[config.mk]
export PLATFORM = sky130hd
export DESIGN_NAME = accum_bank
export DESIGN_NICKNAME = d
export VERILOG_FILES = /design/src/rtl/accum_bank_pkg.sv /design/src/rtl/accum_lane.sv /design/src/rtl/accum_bank.sv
export SDC_FILE = /design/constraint.sdc
export NUM_CORES = 1
export LEC_CHECK = 0
export CORE_MARGIN = 8
export CORE_UTILIZATION = 50
export DETAILED_ROUTE_END_ITERATION = 10
export PLACE_DENSITY = 0.7
export SYNTH_ARGS = -nofsm -noshare
export SYNTH_HDL_FRONTEND = slang
export SYNTH_SLANG_ARGS = --single-unit
[constraint.sdc]
create_clock -name clk_i -period 3.7 [get_ports clk_i]
set_input_delay 0.555 -clock clk_i [delete_from_list [all_inputs] [get_ports clk_i]]
set_output_delay 0.555 -clock clk_i [all_outputs]
set_load 0.05 [all_outputs]
[src/rtl/accum_bank_pkg.sv]
// Shared definitions for the accumulator bank: default sizing and FSM state encoding.
package accum_bank_pkg;

   localparam int unsigned BIT_LENGTH   = 8;
   localparam int unsigned DEF_WIDTH    = 2 * BIT_LENGTH;
   localparam int unsigned DEF_CHANNELS = 4;
   localparam bit          DEF_SATURATE = 1'b1;

   typedef enum logic [0:0] {
      StIdle = 1'b0,
      StDump = 1'b1
   } acc_state_e;

endpackage

[src/rtl/accum_lane.sv]
// Single-channel accumulator with saturate/wrap on carry-out and a sticky overflow flag.
module accum_lane
   import accum_bank_pkg::*;
#(
   parameter int unsigned WIDTH    = DEF_WIDTH,
   parameter bit          SATURATE = DEF_SATURATE
) (
   input  logic             clk_i,
   input  logic             rst_i,
   input  logic             add_i,
   input  logic             clear_i,
   input  logic [WIDTH-1:0] addend_i,
   input  logic             drain_i,
   output logic [WIDTH-1:0] sum_o,
   output logic             ovf_o
);

   logic [WIDTH-1:0] acc_q, acc_d;
   logic             ovf_q, ovf_d;
   logic [WIDTH:0]   sum_ext;

   assign sum_ext = {1'b0, acc_q} + {1'b0, addend_i};

   // Next-state: drain zeroes the lane, otherwise load or accumulate on add.
   always_comb begin
      acc_d = acc_q;
      ovf_d = ovf_q;
      if (drain_i) begin
         acc_d = '0;
         ovf_d = 1'b0;
      end else if (add_i) begin
         if (clear_i) begin
            acc_d = addend_i;
            ovf_d = 1'b0;
         end else if (sum_ext[WIDTH]) begin
            ovf_d = 1'b1;
            acc_d = SATURATE ? '1 : sum_ext[WIDTH-1:0];
         end else begin
            acc_d = sum_ext[WIDTH-1:0];
         end
      end
   end

   // Lane state register with synchronous reset.
   always_ff @(posedge clk_i) begin
      if (rst_i) begin
         acc_q <= '0;
         ovf_q <= 1'b0;
      end else begin
         acc_q <= acc_d;
         ovf_q <= ovf_d;
      end
   end

   assign sum_o = acc_q;
   assign ovf_o = ovf_q;

endmodule

[src/rtl/accum_bank.sv]
// Bank of independent accumulators with a drain FSM that streams every channel out in order.
module accum_bank
   import accum_bank_pkg::*;
#(
   parameter int unsigned WIDTH    = DEF_WIDTH,
   parameter int unsigned CHANNELS = DEF_CHANNELS,
   parameter bit          SATURATE = DEF_SATURATE
) (
   input  logic                        clk_i,
   input  logic                        rst_i,
   input  logic                        add_i,
   input  logic [WIDTH-1:0]            addend_i,
   input  logic [$clog2(CHANNELS)-1:0] chan_i,
   input  logic                        clear_i,
   output logic                        in_ready_o,
   input  logic                        dump_i,
   output logic                        out_valid_o,
   input  logic                        out_ready_i,
   output logic [$clog2(CHANNELS)-1:0] out_chan_o,
   output logic [WIDTH-1:0]            out_sum_o,
   output logic                        out_ovf_o,
   output logic                        busy_o
);

   localparam int unsigned ChanW = $clog2(CHANNELS);

   acc_state_e       state_q, state_d;
   logic [ChanW-1:0] index_q, index_d;
   logic             add_fire;
   logic             beat_fire;

   logic [WIDTH-1:0]    lane_sum [CHANNELS];
   logic [CHANNELS-1:0] lane_ovf;
   logic [CHANNELS-1:0] lane_add;
   logic [CHANNELS-1:0] lane_drain;

   assign add_fire  = add_i & (state_q == StIdle);
   assign beat_fire = (state_q == StDump) & out_ready_i;

   // Out-of-range channel numbers match no lane, so such adds are silently dropped.
   for (genvar g = 0; g < CHANNELS; g++) begin : g_lane
      assign lane_add[g]   = add_fire & (chan_i == ChanW'(g));
      assign lane_drain[g] = beat_fire & (index_q == ChanW'(g));

      accum_lane #(
         .WIDTH    (WIDTH),
         .SATURATE (SATURATE)
      ) u_lane (
         .clk_i    (clk_i),
         .rst_i    (rst_i),
         .add_i    (lane_add[g]),
         .clear_i  (clear_i),
         .addend_i (addend_i),
         .drain_i  (lane_drain[g]),
         .sum_o    (lane_sum[g]),
         .ovf_o    (lane_ovf[g])
      );
   end

   // Next-state: enter DUMP on request, step through channels on each accepted beat.
   always_comb begin
      state_d = state_q;
      index_d = index_q;
      unique case (state_q)
         StIdle: begin
            if (dump_i) begin
               state_d = StDump;
               index_d = '0;
            end
         end
         StDump: begin
            if (out_ready_i) begin
               if (index_q == ChanW'(CHANNELS - 1)) begin
                  state_d = StIdle;
                  index_d = '0;
               end else begin
                  index_d = index_q + ChanW'(1);
               end
            end
         end
         default: begin
            state_d = StIdle;
            index_d = '0;
         end
      endcase
   end

   // FSM state and dump index registers with synchronous reset.
   always_ff @(posedge clk_i) begin
      if (rst_i) begin
         state_q <= StIdle;
         index_q <= '0;
      end else begin
         state_q <= state_d;
         index_q <= index_d;
      end
   end

   // Handshake flags and output mux selecting the lane under the dump index.
   always_comb begin
      in_ready_o  = (state_q == StIdle);
      out_valid_o = (state_q == StDump);
      busy_o      = (state_q == StDump);
      out_chan_o  = index_q;
      out_sum_o   = '0;
      out_ovf_o   = 1'b0;
      for (int i = 0; i < CHANNELS; i++) begin
         if (index_q == ChanW'(i)) begin
            out_sum_o = lane_sum[i];
            out_ovf_o = lane_ovf[i];
         end
      end
   end

endmodule

==> flow_summary.ini <==
[sta]
setup_tns_ns = 0
setup_violations = 0
max_freq_mhz = 302
whs_ns = 0.468
rsz0062_at_grt = no
worst_pin_slew_ns = 1.04
worst_clock_skew_ns = 0.00505
min_period_ns = 3.31
finalHoldViolations = 0
slew_headroom_pct = 30.7
fin_crit_sh_pct = 89.5
slew_violations = 0

[floorplanning]
die_h_um = 130
rows = 41
start_util_pct = 51.5
dieArea_um2 = 17000
die_x_um = 130
core_area_um2 = 12700
io_pins = 46

[detailed_routing]
postRouteAntennaNets = 0
drt-vias-per-instance = 6.41
routedWlPerCell_um = 20.0
vias = 7040
routed_wl_um = 22000
drtIter0Drc = 703
dr.pass1.iters = 7
drc_errors = 0

[yosys]
synth-async-reset-ratio_pct = 0
yosysWarnings = 0
synth-seq-cells = 71
syn_nets = 975
synth_top_flop_cell = dfxtp_1
synthCells = 879
syn_area_um2 = 6520
synth_edf_count = 0
synthDistinctLibCells = 65
syn_avg_cell_area_um2 = 7.42
synth-seq-area-share_pct = 21.8
yosys.area.top_type = dfxtp_1
synth_area_leaders = dfxtp_1 22%, ha_1 13%, nand2_1 7.1%, a21oi_1 6.5%, nor2_1 5.8%
synth_top_area_share_pct = 21.8

[pwr]
p_int_w = 0.00170
p_sw_share_pct = 31.4
p_leak_nw = 3.34
combPwrFrac_pct = 25.2
p_sw_w = 0.000779
powerDensity_nw_per_um2 = 329
peakVddDrop_v = 0.000241
p_seq_share_pct = 32.8
clockPowerShare_pct = 41.9

[clock_network]
htreeDepth = 3
clockBufferDepth = 2
ctsResizeCount = 0
post-cts-setup-buffers = 0
cts-root-buf = clkbuf_16
ctsHoldBuffers = 0
clkLatencyLatePin_ns = 0.35
clk_pin_slew_worst_paths_ns = 0.06
clkSinkCount = 71
cts_inserted_buffers = 9
cts_tree = done

[global_route]
grt_antenna_before_repair = 0
grt_use_met3_pct = 4.41
grt.busiest_layer = met2
grt_max_degree = 35
grt_usage_pct = 26.4
met1_usage_pct = 34.2
overflow = 0
grt_pass1_wl_um = 34900
first_global_vias = 6648
use_met2_pct = 40.5

[outcome]
status = finished, final reports clean

[layout]
fillerInstances = 1190
antennaDiodeCount = 0
drive_above_1_share_pct = 7.66
fin_cells = 1099
seq_area_um2 = 1420
finalInstanceArea_um2 = 7540
multi_input_area_um2 = 4910
nNetsFinal = 1018
area_growth_pct = 15.7

[critical_path]
startpoint_type = input port
r2r-end = g_lane[2].u_lane.sum_o[10]
crit_required_ns = 3.93
crit_path_max_fanout = 8
critPathKind = in2reg
crit-reg2reg-launch = g_lane[2].u_lane.sum_o[0]
end_kind = flip-flop
r2r_cells = 9
reg2reg_slack_ns = 0.91
crit_arrival_ns = 3.54

[hold_path]
hold-path-endpoint = g_lane[2].u_lane.sum_o[8]
hold_start = g_lane[2].u_lane.sum_o[8]
worstHoldPathType = reg2reg
worstHoldPathCells = 2

[place]
numPortBuffers = 45
dp_hpwl_um = 17100
dpl.cell_count = 1083
place_area_um2 = 7200
routabilityCongestion = 0.938

[job]
cap_violations = 0
[state kept, by name (all words and copies together), names as in the netlist]
| register | count |
|---|---|
| g_lane.u_lane.sum_o | 64 |
| g_lane.u_lane.ovf_o | 4 |
| busy_o | 1 |
| out_chan_o | 2 |
[worst max-delay path, cell delays in order]
cell             delay (ns)
clkdlybuf4s50_1        0.59
ha_1                   0.52
and3_1                 0.27
o2111a_1               0.24
o31ai_1                0.09
buf_4                  0.15
a31oi_1                0.31
mux2_2                 0.37
o311ai_0               0.37
nand2_1                0.09
[metrics by stage]
| stage | setup slack, ns | total power [W] | util, % |
|---|---|---|---|
| after detailed placement | 0.103 | 0.00144 | 56.8 |
| after global placement | 0.0599 | 0.00143 | 56.8 |
| final | 0.389 | 0.00248 | 59.5 |
| after CTS | 0.446 | 0.00248 | 59.5 |
| after global routing | 0.225 | 0.00258 | 59.5 |
| after floorplan | 0.396 | 0.00124 | - |
[per-layer routing]
metal / vias to the layer above / part of all wire, %
li1: 3326 / -
met5: - / 0
met2: 331 / 44
met1: 3317 / 43
met3: 66 / 8.2
met4: 0 / 5.0
[area by class of cell]
cell class / instances / share of cell area, %
multi-input combinational: 757 / 65.1
sequential: 71 / 18.8
timing repair buffer: 71 / 8.03
clock buffer: 10 / 3.17
tap: 172 / 2.85
clock inverter: 6 / 1.43
inverter: 12 / 0.597
[Yosys cell counts (13+ instances only)]
cell and instances:
nand2_1 124, a211oi_1 13, dfxtp_1 71, a21oi_1 85, nand2b_1 21, xor2_1 21
nor2_1 101, o21ai_0 60, a32o_1 15, clkbuf_1 30, a21o_1 38, xnor2_1 21
o211ai_1 26, ha_1 68, o21bai_1 15
[layout by cell type (no fill, tap or decap), drive strengths merged, types with 9 or more instances in the layout]
master | synthesis | layout
nand2 | 124 | 124
nor2 | 101 | 101
a21oi | 87 | 87
dfxtp | 71 | 71
ha | 68 | 68
o21ai | 61 | 61
buf | 9 | 42
a21o | 38 | 38
clkdlybuf4s50 | 0 | 29
o211ai | 26 | 26
xor2 | 21 | 21
xnor2 | 21 | 21
nand2b | 21 | 21
o21bai | 15 | 15
a32o | 15 | 15
a211oi | 13 | 13
a31oi | 12 | 12
inv | 12 | 12
o21a | 11 | 11
clkbuf | 30 | 10
nor3 | 9 | 9
[power groups by stage]
| stage | combinational [W] | sequential, W | clock [W] |
|---|---|---|---|
| 4_1_cts | 0.000614 | 0.000815 | 0.00105 |
| 5_1_grt | 0.000681 | 0.000819 | 0.00108 |
| 2_1_floorplan | 0.000413 | 0.000830 | 0 |
| 6_report | 0.000627 | 0.000816 | 0.00104 |
| 3_3_place_gp | 0.000595 | 0.000830 | 0 |
| 3_5_place_dp | 0.000608 | 0.000832 | 0 |
[cells by family (layout without fill, tap and decap cells)]
family	Yosys count	after routing	share of synthesized area, %
DFF	71	71	21.8
buffers and inverters	51	99	3.09
AOI/OAI and AO/OA	328	328	33.3
adders and majority gates	72	72	14.3
and+or+nand+nor	311	311	21.3
muxes	4	4	0.633
xor gates and xnor gates	42	42	5.64
[worst max-delay path by stage]
stage	depth (start not counted)	slack [ns]	endpoint	from
floorplan	7	0.40	out_sum_o[2]	out_chan_o[0]
global placement	10	0.06	g_lane[2].u_lane.sum_o[14]	addend_i[8]
detailed placement	10	0.10	g_lane[2].u_lane.sum_o[14]	addend_i[8]
CTS	12	0.45	g_lane[1].u_lane.sum_o[3]	addend_i[0]
global route	10	0.22	g_lane[2].u_lane.sum_o[14]	addend_i[8]
finish	10	0.39	g_lane[2].u_lane.sum_o[14]	addend_i[8]
Power figures use the tool's default switching activity.
